==> src/rtl/uart_fpu_sequencer.sv <==
// uart_fpu_sequencer
// Sequences one FPU operation per operand pair received over UART, then
// streams the result back out through the UART Tx byte interface, MSB byte
// first. A watchdog aborts a hung FPU (sticky o_error), and operand pairs
// that arrive while busy are dropped and reported on o_drop.

module uart_fpu_sequencer #(
    parameter int SIZE_DATA   = 32,
    parameter int SIZE_BYTE   = 8,
    parameter int TIMEOUT_CYC = 4096
) (
    input  logic                 i_clk,
    input  logic                 i_rst_n,
    // operand pair from the Rx block
    input  logic                 i_rx_done,
    input  logic [SIZE_DATA-1:0] i_data_a,
    input  logic [SIZE_DATA-1:0] i_data_b,
    // FPU handshake
    output logic                 o_fpu_start,
    output logic [SIZE_DATA-1:0] o_fpu_a,
    output logic [SIZE_DATA-1:0] o_fpu_b,
    input  logic                 i_fpu_done,
    input  logic [SIZE_DATA-1:0] i_fpu_result,
    // Tx byte interface
    output logic                 o_tx_start,
    output logic [SIZE_BYTE-1:0] o_tx_data,
    input  logic                 i_tx_busy,
    input  logic                 i_tx_done,
    // status
    output logic                 o_busy,
    output logic                 o_sent,
    output logic                 o_drop,
    output logic                 o_error
);

    localparam int NB    = SIZE_DATA / SIZE_BYTE;
    localparam int IDX_W = (NB > 1) ? $clog2(NB) : 1;
    localparam int WD_W  = (TIMEOUT_CYC > 2) ? $clog2(TIMEOUT_CYC) : 1;

    localparam logic [IDX_W-1:0] IDX_MSB = IDX_W'(NB - 1);
    localparam logic [WD_W-1:0]  WD_LAST = WD_W'(TIMEOUT_CYC - 1);

    localparam logic [2:0] S_IDLE     = 3'd0;
    localparam logic [2:0] S_START    = 3'd1;
    localparam logic [2:0] S_WAIT_FPU = 3'd2;
    localparam logic [2:0] S_SEND     = 3'd3;
    localparam logic [2:0] S_WAIT_TX  = 3'd4;

    logic [2:0]           r_state;
    logic [2:0]           w_state_nxt;
    logic [WD_W-1:0]      r_wdog;
    logic [IDX_W-1:0]     r_idx;
    logic [SIZE_DATA-1:0] r_result;
    logic [SIZE_DATA-1:0] r_fpu_a;
    logic [SIZE_DATA-1:0] r_fpu_b;
    logic                 r_fpu_start;
    logic                 r_tx_start;
    logic [SIZE_BYTE-1:0] r_tx_data;
    logic                 r_busy;
    logic                 r_sent;
    logic                 r_drop;
    logic                 r_error;

    logic                 w_accept;
    logic                 w_fpu_ok;
    logic                 w_timeout;
    logic                 w_tx_go;
    logic                 w_byte_ack;
    logic                 w_last_ack;
    logic [SIZE_BYTE-1:0] w_byte;

    // Event decode; done beats the watchdog when both land in one cycle.
    assign w_accept   = (r_state == S_IDLE) && i_rx_done;
    assign w_fpu_ok   = (r_state == S_WAIT_FPU) && i_fpu_done;
    assign w_timeout  = (r_state == S_WAIT_FPU) && !i_fpu_done && (r_wdog == WD_LAST);
    assign w_tx_go    = (r_state == S_SEND) && !i_tx_busy;
    assign w_byte_ack = (r_state == S_WAIT_TX) && i_tx_done;
    assign w_last_ack = w_byte_ack && (r_idx == '0);

    // Select the result byte addressed by r_idx (MSB byte sent first).
    always_comb begin
        w_byte = '0;
        for (int k = 0; k < NB; k++) begin
            if (r_idx == IDX_W'(k)) begin
                w_byte = r_result[k*SIZE_BYTE +: SIZE_BYTE];
            end
        end
    end

    // Next-state logic.
    always_comb begin
        w_state_nxt = r_state;
        case (r_state)
            S_IDLE:     if (w_accept) w_state_nxt = S_START;
            S_START:    w_state_nxt = S_WAIT_FPU;
            S_WAIT_FPU: begin
                if (w_fpu_ok)       w_state_nxt = S_SEND;
                else if (w_timeout) w_state_nxt = S_IDLE;
            end
            S_SEND:     if (w_tx_go) w_state_nxt = S_WAIT_TX;
            S_WAIT_TX: begin
                if (w_last_ack)      w_state_nxt = S_IDLE;
                else if (w_byte_ack) w_state_nxt = S_SEND;
            end
            default:    w_state_nxt = S_IDLE;
        endcase
    end

    // State register and registered busy flag (tracks next state so it is
    // high from the accepting edge and low from the edge that re-enters IDLE).
    always_ff @(posedge i_clk or negedge i_rst_n) begin
        if (!i_rst_n) begin
            r_state <= S_IDLE;
            r_busy  <= 1'b0;
        end else begin
            r_state <= w_state_nxt;
            r_busy  <= (w_state_nxt != S_IDLE);
        end
    end

    // Operand latch: only an accepted pair updates the FPU operands.
    always_ff @(posedge i_clk or negedge i_rst_n) begin
        if (!i_rst_n) begin
            r_fpu_a <= '0;
            r_fpu_b <= '0;
        end else if (w_accept) begin
            r_fpu_a <= i_data_a;
            r_fpu_b <= i_data_b;
        end
    end

    // Launch pulse and watchdog; the watchdog is cleared on launch and
    // counts every cycle spent waiting on the FPU.
    always_ff @(posedge i_clk or negedge i_rst_n) begin
        if (!i_rst_n) begin
            r_fpu_start <= 1'b0;
            r_wdog      <= '0;
        end else begin
            r_fpu_start <= (r_state == S_START);
            if (r_state == S_START) begin
                r_wdog <= '0;
            end else if ((r_state == S_WAIT_FPU) && !w_fpu_ok && !w_timeout) begin
                r_wdog <= r_wdog + WD_W'(1);
            end
        end
    end

    // Result capture and byte index walk-down.
    always_ff @(posedge i_clk or negedge i_rst_n) begin
        if (!i_rst_n) begin
            r_result <= '0;
            r_idx    <= '0;
        end else if (w_fpu_ok) begin
            r_result <= i_fpu_result;
            r_idx    <= IDX_MSB;
        end else if (w_byte_ack && !w_last_ack) begin
            r_idx <= r_idx - IDX_W'(1);
        end
    end

    // Tx byte issue; o_tx_data holds until the next start.
    always_ff @(posedge i_clk or negedge i_rst_n) begin
        if (!i_rst_n) begin
            r_tx_start <= 1'b0;
            r_tx_data  <= '0;
        end else begin
            r_tx_start <= w_tx_go;
            if (w_tx_go) begin
                r_tx_data <= w_byte;
            end
        end
    end

    // Status pulses and the sticky watchdog error. A pair arriving on the
    // cycle that returns to IDLE still sees a non-IDLE state and is dropped.
    always_ff @(posedge i_clk or negedge i_rst_n) begin
        if (!i_rst_n) begin
            r_sent  <= 1'b0;
            r_drop  <= 1'b0;
            r_error <= 1'b0;
        end else begin
            r_sent <= w_last_ack;
            r_drop <= i_rx_done && (r_state != S_IDLE);
            if (w_timeout) begin
                r_error <= 1'b1;
            end
        end
    end

    assign o_fpu_start = r_fpu_start;
    assign o_fpu_a     = r_fpu_a;
    assign o_fpu_b     = r_fpu_b;
    assign o_tx_start  = r_tx_start;
    assign o_tx_data   = r_tx_data;
    assign o_busy      = r_busy;
    assign o_sent      = r_sent;
    assign o_drop      = r_drop;
    assign o_error     = r_error;

endmodule

==> config.mk <==
export PLATFORM = sky130hd
export DESIGN_NAME = uart_fpu_sequencer
export DESIGN_NICKNAME = d
export VERILOG_FILES = /design/src/rtl/uart_fpu_sequencer.sv
export SDC_FILE = /design/constraint.sdc
export NUM_CORES = 1
export LEC_CHECK = 0
export BUFFER_PORTS_ARGS = -buffer_cell sky130_fd_sc_hd__buf_2
export CAP_MARGIN = 40
export CELL_PAD_IN_SITES_DETAIL_PLACEMENT = 1
export CELL_PAD_IN_SITES_GLOBAL_PLACEMENT = 1
export CORE_MARGIN = 2
export CORE_UTILIZATION = 39
export CTS_CLUSTER_DIAMETER = 50
export DETAILED_ROUTE_END_ITERATION = 6
export PLACE_DENSITY_LB_ADDON = 0.12
export RECOVER_POWER = 100
export REMOVE_ABC_BUFFERS = 1
export SLEW_MARGIN = 20
export SYNTH_ARGS = -nofsm -noshare
export SYNTH_HDL_FRONTEND = slang
export SYNTH_SLANG_ARGS = --single-unit
export TNS_END_PERCENT = 1
==> constraint.sdc <==
create_clock -name i_clk -period 2.73 [get_ports i_clk]
set_input_delay 0.273 -clock i_clk [delete_from_list [all_inputs] [get_ports i_clk]]
set_output_delay 0.273 -clock i_clk [all_outputs]
set_load 0.01 [all_outputs]
=== Word level (Yosys, flattened, before mapping) ===
Cells that the tools add are included.

* Input port bits: 102
* Output and inout port bits: 78
* Logic and storage cells: 60
* Register bits after elaboration: 127

* Eq/ne operators: 8
* Reduce and logical (&&, ||, !) cells: 22
* Add/sub/neg operators: 2
* Mux-type cells: 15

{| class="wikitable"
|+ Operator list
! kind !! count
|-
| 8-bit 2-to-1 mux || 4
|-
| 12-bit 2-to-1 mux || 2
|-
| 3-bit 2-to-1 mux || 6
|-
| 3-bit one-hot mux with 5 select lines || 1
|-
| 12-bit by 1-bit adder with 12-bit output (second input constant) || 1
|-
| 12-bit == test (second input constant) || 1
|-
| 1-bit logical AND || 11
|-
| 3-bit by 2-bit == test with 1-bit output (second input constant) || 2
|-
| 3-bit nonzero test || 2
|-
| 1-bit logical NOT || 5
|-
| 2-bit == test (second input constant) || 2
|-
| 2-bit 2-to-1 mux || 2
|-
| 2-bit nonzero test || 2
|-
| 3-bit by 1-bit == test with 1-bit output (second input constant) || 1
|-
| 3-bit == test (second input constant) || 1
|-
| 3-bit logical NOT || 1
|-
| 2-bit by 1-bit == test with 1-bit output (second input constant) || 1
|-
| 2-bit logical NOT || 1
|-
| 2-bit by 1-bit subtractor with 2-bit output (second input constant) || 1
|}

=== Longest topological paths before layout ===
Gate-level depths: netlist (run 1).

* Depth after elaboration: 7
* Depth in mapped cells: 7
* Mapped depth without buffers: 6

=== Worst setup path after synthesis (run 1) ===
OpenSTA, ideal clock, no wires.

* Path kind: reg2reg
* Start point: register r_state[2]
* End point: register r_wdog[9]
* Setup slack: 0.782 ns
* Required time: 2.652 ns
* Buffers on the path: 1
* Period minus slack after synthesis: 1.948 ns
* Stages on the path, launching flop included: 6
* Library setup time: 0.078 ns
* Data arrival time: 1.870 ns
* Path through: dfrtp_1 -> buf_6 -> or4b_4 -> or3_4 -> or3_1 -> a21oi_1

* Longest elaborated chain between the ends: 6
* Elaborated cells on any way between the ends: 11
* Those cells by class: 2 x eq/ne; 1 x mux; 8 x reduce/logical

{| class="wikitable"
|+ RTL lines
! what !! line !! text
|-
| start, declared || 49 || <nowiki>logic [2:0] r_state;</nowiki>
|-
| start signal, assigned || 116 || <nowiki>r_state <= w_state_nxt;</nowiki>
|-
| 3-bit by 2-bit == test with 1-bit output || 74, 75, 142 ||
|-
| 1-bit logical AND (on tied branches) || 74, 75 ||
|-
| 1-bit logical NOT or 1-bit logical AND (tied branches) || 142, 75 ||
|-
| 1-bit logical AND or 1-bit logical NOT (tied branches) || 142 || <nowiki>end else if ((r_state == S_WAIT_FPU) && !w_fpu_ok && !w_timeout) begin</nowiki>
|-
| 1-bit logical AND || 142 ||
|-
| 2-bit nonzero test (no line) || -- ||
|-
| end signal, assigned || 143 || <nowiki>r_wdog <= r_wdog + WD_W'(1);</nowiki>
|-
| end, declared || 51 || <nowiki>logic [WD_W-1:0] r_wdog;</nowiki>
|}

Parallel ways exist; a longest one is shown, timed or not.
A chain may end at the register's enable or synchronous reset.

=== Worst setup path in the final report (run 1) ===
* Start point: register r_state[2]
* End point: register r_fpu_b[11], in the netlist o_fpu_b[11]

* Longest elaborated chain between the ends: 2

{| class="wikitable"
|+ RTL lines
! what !! line !! text
|-
| 3-bit logical NOT || 73 || <nowiki>assign w_accept = (r_state == S_IDLE) && i_rx_done;</nowiki>
|-
| 1-bit logical AND || 73 ||
|-
| end signal, assigned || 128 || <nowiki>r_fpu_b <= i_data_b;</nowiki>
|-
| end, declared || 55 || <nowiki>logic [SIZE_DATA-1:0] r_fpu_b;</nowiki>
|}

Every way passes these cells.

==> results.md, run 1 <==
Outcome:
- The flow ran to the end, and the final reports show no timing, DRC or antenna violations.

Finish:
- The library cell used most frequently in the layout, excluding fill and tap cells, is sky130_fd_sc_hd__dfrtp_1.
- The fraction of final layout cells sized beyond drive strength 1 is 38.1%.
- Leaving out fill and tap cells, the most frequent cells in the layout are sky130_fd_sc_hd__dfrtp_1 (127), sky130_fd_sc_hd__buf_2 (100), sky130_fd_sc_hd__mux2_2 (87), sky130_fd_sc_hd__clkbuf_1 (87), sky130_fd_sc_hd__nand2_1 (23).
- The signed area change from the synthesized netlist to the final layout is 30.5%.
- The antenna cell count is 0.
- The finished layout holds 762 standard cells, fillers aside.
- Once layout is complete, the utilization of the core stands at 51.7%.
- The filler cells instantiated in the layout total 1465.
- The net count of the finished layout is 681.

Yosys:
- Of all flip-flops after synthesis, the portion carrying an async set or reset was 100%.
- The proportion of synthesized chip area in sequential cells is 61.1%.
- The flip-flop and latch count after synthesis is 127.
- Each instance of the synthesized netlist takes up on average 13.5 um^2.
- The number of enable-type register cells in the synthesized netlist is 0.
- The number of instances in the synthesized netlist is 385.
- The cell area after synthesis is 0.00520 mm^2.
- The count of different cell masters after synthesis is 41.
- The most used flip-flop cell after synthesis is sky130_fd_sc_hd__dfrtp_1.
- For this run, the number of Yosys warnings is 0.

Detailed routing:
- Summed over all layers, the routed wires come to 12600 um.
- After detailed routing, the number of vias per cell comes to 4.98.
- The number of vias after detailed routing is 3796.
- The number of antenna-violating nets in the routed design is 0.
- The number of DRC markers in iteration 0 is 105.
- The detailed-router iteration count before antenna repair is 4.
- Dividing the detail-routed wire length by the instance count gives 16.6 um.
- For this run, design rule violations remaining after detail routing come to 0.

Global routing:
- The number of antenna violations at the first check in global routing is 1.
- The first global-routing pass estimated 20500 um of wire.
- The largest net degree at the start of global routing is 62.
- The via count of the first global-routing pass is 4107.
- Summed over all layers, the global routing overflow is 0.
- Global routing consumed, over all layers together, 18.7% of the routing resources.

STA:
- For the final database, setup skew stands at 0.00356 ns.
- The peak clock frequency supported by timing is 439 MHz.
- The final count of hold timing violations is 0.
- Setup repair after global routing left no endpoint under its margin.
- The number of max-slew violations in the final report is 0.
- Across all hold checks on the routed design, the worst slack comes to 0.0681 ns.
- The routed design could run at a clock period as short as 2.28 ns.
- At the pin with the least slew margin, the transition time is 1.19 ns.
- In this run the tightest slew margin relative to its limit is 20.7%.
- Setup violations remaining at the end of the flow were counted as 0.
- After layout, the worst path uses 83.5% of the clock period.

Worst setup path:
- The startpoint identified for the worst register-to-register timing path is r_state[2]$_DFF_PN0_.
- The worst register-to-register path ends at o_fpu_b[11]$_DFFE_PN0P_.
- The start point of the critical path is r_state[2]$_DFF_PN0_.
- The capturing element type of the critical path is a register.
- The top fanout value on the critical path is 41.
- The path depth of the worst reg2reg path is 4.
- The setup slack on the worst flop-to-flop path is 0.45 ns.
- The worst setup path is of the reg2reg kind.
- The critical path startpoint category is a register.
- The data arrival at the endpoint of the critical path is 2.57 ns.
- For the worst setup path, the data required time is 3.02 ns.

Clocking:
- Counting the buffers created by CTS gives 17.
- The maximum clock path buffer count is 2.
- The H-tree depth reported by CTS is 4.
- Once the clock tree was built, the resizer swapped 0 gates to a different size.
- TritonCTS built the clock tree.
- The post-CTS setup-driven buffer insertion count is 0.
- The clock sink count is 127.
- Clock-pin slew was measured on the worst setup and hold paths at 0.05 ns.
- The tree is rooted in a sky130_fd_sc_hd__clkbuf_16.
- The clock latency on the worst-skew pair is 0.41 ns.

Power and ir drop:
- The total power is 8.08 mW.
- The peak supply drop is 0.585 mV.
- For this design the ratio of total power to cell area is 1190 mW/mm^2.
- The leakage power is 3.02 nW.

Floorplan:
- The floorplan step defined a core boundary enclosing 0.0131 mm^2.
- After floorplanning, the core was divided into 42 placement rows.
- The top-level I/O count is 180.
- The floorplan step set the die width to 119 um.
- The area of the die is 0.0143 mm^2.
- Measured along the y axis, the die boundary spans 119 um.
- The starting utilization of the core area is 39.6%.

Worst hold path:
- The number of cells on the worst hold path is 3.
- The destination of the worst hold path is r_result[18]$_DFFE_PN0P_.
- The worst hold path begins at i_fpu_result[18].
- In this run the worst hold path is classified as in2reg.

Place:
- Once placement completed, the tool counted placed cells totaling 729.
- Routability-driven placement finished with a final weighted congestion of 0.763.
- The HPWL after detailed placement is 9070 um.
- The number of buffers added on ports is 179.

Run:
- The tool flagged a number of max-cap violations equal to 0.
==> layout make-up <==
| class | instances | area, um^2 | area share, % |
|---|---|---|---|
| inverter | 15 | 56.3 | 0.830 |
| clock buffer | 25 | 475 | 7.01 |
| sequential | 127 | 3180 | 46.8 |
| tap | 176 | 220 | 3.24 |
| clock inverter | 6 | 108 | 1.59 |
| multi-input combinational | 224 | 1860 | 27.5 |
| timing repair buffer | 189 | 885 | 13.0 |
==> worst max-delay path, stage by stage (launching register included) <==
cell and delay (ns):
sky130_fd_sc_hd__dfrtp_1 0.47, sky130_fd_sc_hd__nor3_1 0.28, sky130_fd_sc_hd__and2_2 0.19, sky130_fd_sc_hd__clkbuf_2 0.77
sky130_fd_sc_hd__mux2_2 0.43
==> metrics by stage <==
stage / setup WS, ns / cell area (um^2) / TNS, ns
final: 0.450 / 6790 / 0
after CTS: 0.557 / 6890 / 0
after global placement: 0.691 / 6300 / 0
after detailed placement: 0.566 / 6300 / 0
after floorplan: -1.13 / 5110 / -40.10
after global routing: 0.257 / 6790 / 0
==> where the power goes <==
group | internal, mW | switching (mW) | total (mW) | leakage [nW]
clock network | 1.47 | 0.759 | 2.23 | 0.281
registers | 2.75 | 0.473 | 3.23 | 1.52
logic | 1.23 | 1.39 | 2.62 | 1.22
total | 5.46 | 2.62 | 8.08 | 3.02
==> metal layers <==
layer	vias to the layer above	routed length [um]	global-route usage, %	share of wire [%]
met5	-	7	0	0.055
met3	32	763	6.47	6.0
met2	115	6500	31.7	52
li1	1765	-	-	-
met4	2	401	9.12	3.2
met1	1882	4950	21.0	39
==> cells in the mapped netlist (4+ instances only) <==
cell | n | area share [%]
sky130_fd_sc_hd__a31oi_1 | 9 | 1.1
sky130_fd_sc_hd__dfrtp_1 | 127 | 61
sky130_fd_sc_hd__o21ai_0 | 13 | 1.3
sky130_fd_sc_hd__o31ai_1 | 4 | 0.58
sky130_fd_sc_hd__nand2_1 | 23 | 1.7
sky130_fd_sc_hd__inv_1 | 15 | 1.1
sky130_fd_sc_hd__a211o_1 | 10 | 1.7
sky130_fd_sc_hd__nor3_1 | 4 | 0.39
sky130_fd_sc_hd__nor2_1 | 14 | 1.0
sky130_fd_sc_hd__buf_2 | 6 | 0.58
sky130_fd_sc_hd__a221oi_1 | 7 | 1.2
sky130_fd_sc_hd__nand3_1 | 6 | 0.58
sky130_fd_sc_hd__clkbuf_1 | 11 | 0.79
sky130_fd_sc_hd__mux2i_1 | 4 | 0.77
sky130_fd_sc_hd__mux2_2 | 88 | 19
sky130_fd_sc_hd__ha_1 | 5 | 1.2
==> worst max path at each step <==
stage                                          to
final                     o_fpu_b[11]$_DFFE_PN0P_
after global routing      o_fpu_b[11]$_DFFE_PN0P_
after CTS                  r_wdog[10]$_DFFE_PN0P_
after detailed placement   r_wdog[10]$_DFFE_PN0P_
after global placement     r_wdog[10]$_DFFE_PN0P_
after floorplan           r_result[0]$_DFFE_PN0P_
==> registers in the layout, summed over array words and instances, names as in the netlist, 2 cells and up <==
name       flops
o_fpu_a       32
o_fpu_b       32
r_result      32
r_wdog        12
o_tx_data      8
r_state        3
r_idx          2
==> logic make-up (layout without fill, tap and decap cells) <==
| logic type | after synthesis | count (layout) | share of synthesized area [%] |
|---|---|---|---|
| and+or+nand+nor | 69 | 69 | 6.98 |
| muxes | 92 | 92 | 19.8 |
| xor gates and xnor gates | 3 | 3 | 0.505 |
| adders and majority gates | 5 | 5 | 1.20 |
| DFF | 127 | 127 | 61.1 |
| buffers and inverters | 34 | 235 | 2.89 |
| AOI/OAI and AO/OA | 55 | 55 | 7.48 |
==> what timing repair did <==
action / in CTS / in global routing
hold buffers: 1 / 0
hold endpoints to repair: 59 / 0
setup endpoints to repair: 0 / 0
No activity file was read; power rests on OpenSTA's default activity.
==> inputs of run 2 (changes only) <==
clock period = 2.1 ns   (was 2.73 ns; I/O delays follow)
==> results.md, run 2 (synthesized netlist as in run 1, its figures left out) <==
STA:
- The minimum clock period after layout is 2.03 ns (was 2.28 ns).
- The share of the clock period used by the worst path is 96.6% (was 83.5%).
- The slew at the pin closest to its max-slew limit was 1.17 ns (was 1.19 ns).
- The final setup violation count is 0 (unchanged).
- The smallest hold slack was 0.0270 ns (was 0.0681 ns).
- The worst setup skew after layout was 0.00413 ns (was 0.00356 ns).
- The setup TNS is 0 ns (unchanged).
- The final count of hold timing violations is 0 (unchanged).
- The peak clock frequency supported by timing came to 493 MHz (was 439 MHz).
- The number of max-slew violations in the final report is 0 (unchanged).
- The tightest slew margin relative to the limit is 22.3% (was 20.7%).

Worst setup path:
- The category of cells accounting for the largest share of critical-path delay was simple AND/OR/NAND/NOR gates (was buffers and inverters).
- The capturing element type of the critical path is a register (unchanged).
- The cell with the largest stage delay on the worst path is sky130_fd_sc_hd__nor4b_1 (was sky130_fd_sc_hd__clkbuf_2).
- Cells along the critical path: buf_4 -> nor4b_1 -> o31ai_2 -> or4_1 -> a21oi_1 (was nor3_1 -> and2_2 -> clkbuf_2 -> mux2_2).
- The largest stage delay on the critical path is 0.56 ns (was 0.77 ns).
- The combined buffer and inverter count along the critical path is 1 (unchanged).
- The classification of the worst setup path is reg2reg (unchanged).
- The data required time of the worst path is 2.43 ns (was 3.02 ns).
- The data arrival at the endpoint of the critical path is 2.36 ns (was 2.57 ns).
- The critical path startpoint category is a register (unchanged).
- The top fanout value on the critical path is 9 (was 41).

Clocking:
- The clock latency on the worst-skew pair is 0.41 ns (about the same).
- The clock sink count came to 127 (unchanged).
- The CTS tree is built (unchanged).
- The buffer cell driving the clock tree root was sky130_fd_sc_hd__clkbuf_16 (unchanged).
- The number of CTS-inserted buffers was 17 (unchanged).
- The H-tree depth reported by CTS is 4 (unchanged).
- The clock-pin transition on the worst setup and hold timing paths is 0.06 ns (was 0.05 ns).
- The maximum clock path buffer count is 2 (unchanged).

Global routing:
- The via count of the first global-routing pass is 4099 (was 4107).
- The largest net degree at the start of global routing was 128 (was 62).
- The total grt overflow is 0 (unchanged).
- The overall track demand over capacity in global routing is 19.1% (was 18.7%).
- The number of antenna violations at the first check in global routing is 3 (was 1).
- The first-pass GRT wire length is 21000 um (was 20500 um).

Power and ir drop:
- The leakage power is 3.09 nW (was 3.02 nW).
- The ratio of total power to cell area came to 1510 mW/mm^2 (was 1190 mW/mm^2).
- The peak supply drop is 0.713 mV (was 0.585 mV).
- The total power is 10.5 mW (was 8.08 mW).

Detailed routing:
- The routed length per placed instance is 16.7 um (was 16.6 um).
- The number of DRC markers in iteration 0 came to 169 (was 105).
- The detailed-router iteration count before antenna repair is 4 (unchanged).
- The detailed-route vias per instance is 4.96 (was 4.98).
- The remaining routing DRC violations is 0 (unchanged).
- The sum of routed wire length over all layers came to 13000 um (was 12600 um).
- The number of antenna-violating nets in the routed design is 0 (unchanged).
- The number of vias after detailed routing is 3861 (was 3796).

Floorplan:
- The horizontal extent of the die is 119 um (unchanged).
- The total number of placement rows is 42 (unchanged).
- The starting utilization of the core area is 39.6% (unchanged).
- The vertical die dimension is 119 um (unchanged).
- The total core area was 0.0131 mm^2 (unchanged).
- The top-level I/O count was 180 (unchanged).
- The area of the die is 0.0143 mm^2 (unchanged).

Finish:
- The share of the core filled with cells in the final layout is 52.6% (was 51.7%).
- Commonest cells after routing, fill and taps aside: sky130_fd_sc_hd__dfrtp_1 (127), sky130_fd_sc_hd__buf_2 (100), sky130_fd_sc_hd__mux2_2 (88), sky130_fd_sc_hd__clkbuf_1 (80), sky130_fd_sc_hd__nand2_1 (23) (was sky130_fd_sc_hd__dfrtp_1 (127), sky130_fd_sc_hd__buf_2 (100), sky130_fd_sc_hd__mux2_2 (87), sky130_fd_sc_hd__clkbuf_1 (87), sky130_fd_sc_hd__nand2_1 (23)).
- The signed area change from the synthesized netlist to the final layout was 33.0% (was 30.5%).
- The number of nets in the layout is 695 (was 681).
- The fraction of final layout cells sized beyond drive strength 1 is 40.1% (was 38.1%).
- The leading cell type in the layout, fill and taps excluded is sky130_fd_sc_hd__dfrtp_1 (unchanged).

Place:
- The number of buffers added on ports is 179 (unchanged).
- The HPWL after detailed placement came to 9050 um (was 9070 um).
- The weighted congestion at the end of routability-driven global placement is 0.776 (was 0.763).

Run:
- The max capacitance violation total is 0 (unchanged).

Outcome:
- Result of the run: finished, final reports clean (unchanged).

Worst hold path:
- The type of the worst min-delay path is in2reg (unchanged).
[run 2: power breakdown]
group	internal (mW)	leakage, nW	switching [mW]	total [mW]
registers	3.58	1.52	0.585	4.17
clock network	1.70	0.277	1.05	2.75
logic	1.69	1.29	1.86	3.55
total	6.97	3.09	3.50	10.5
[run 2: per-layer routing]
layer / part of all wire, % / vias up / track usage [%]
met5: 0.084 / - / 0
met4: 2.8 / 2 / 8.16
met3: 5.5 / 24 / 6.56
met2: 52 / 112 / 32.1
met1: 39 / 1926 / 22.1
li1: - / 1797 / -
[run 2: worst reg2reg max path, stage by stage (launching register included)]
cell and delay (ns):
sky130_fd_sc_hd__dfrtp_1 0.37, sky130_fd_sc_hd__buf_4 0.16, sky130_fd_sc_hd__nor4b_1 0.56, sky130_fd_sc_hd__o31ai_2 0.23
sky130_fd_sc_hd__or4_1 0.45, sky130_fd_sc_hd__a21oi_1 0.17
[run 2: layout make-up]
| type | instances | area [um^2] |
|---|---|---|
| fill | 1465 | 6220 |
| sequential | 127 | 3180 |
| multi-input combinational | 224 | 1870 |
| timing repair buffer | 203 | 1020 |
| clock buffer | 20 | 467 |
| tap | 176 | 220 |
| clock inverter | 12 | 92.6 |
| inverter | 15 | 56.3 |
| antenna | 2 | 5.00 |
[run 2: path summary, 6_finish.rpt]
check	from	end	slack, ns	depth (start not counted)
worst max-delay path	r_state[2]$_DFF_PN0_	r_wdog[5]$_DFFE_PN0P_	0.07	5
worst min-delay path	i_fpu_result[26]	r_result[26]$_DFFE_PN0P_	0.03	2
worst max register to register	r_state[2]$_DFF_PN0_	r_wdog[5]$_DFFE_PN0P_	0.07	5
worst min register to register	o_error$_DFFE_PN0P_	o_error$_DFFE_PN0P_	0.48	2
max in group asynchronous	i_rst_n	o_fpu_a[16]$_DFFE_PN0P_	0.67	3
min in group asynchronous	i_rst_n	r_wdog[10]$_DFFE_PN0P_	0.64	3
[run 2: repair_timing]
action                                  CTS  global route
endpoints found under the setup margin    0             2
buffers inserted                          0             0
resized for setup                         0             1
hold buffers                              8             0
endpoints found under the hold margin   134             0
[run 2: stage by stage]
step	setup WS (ns)	cells	instance area [um^2]
finish	0.0711	779	6910
global route	-0.0740	779	6910
CTS	0.135	777	7040
detailed placement	0.162	737	6400
global placement	0.230	737	6400
floorplan	-1.76	366	5110
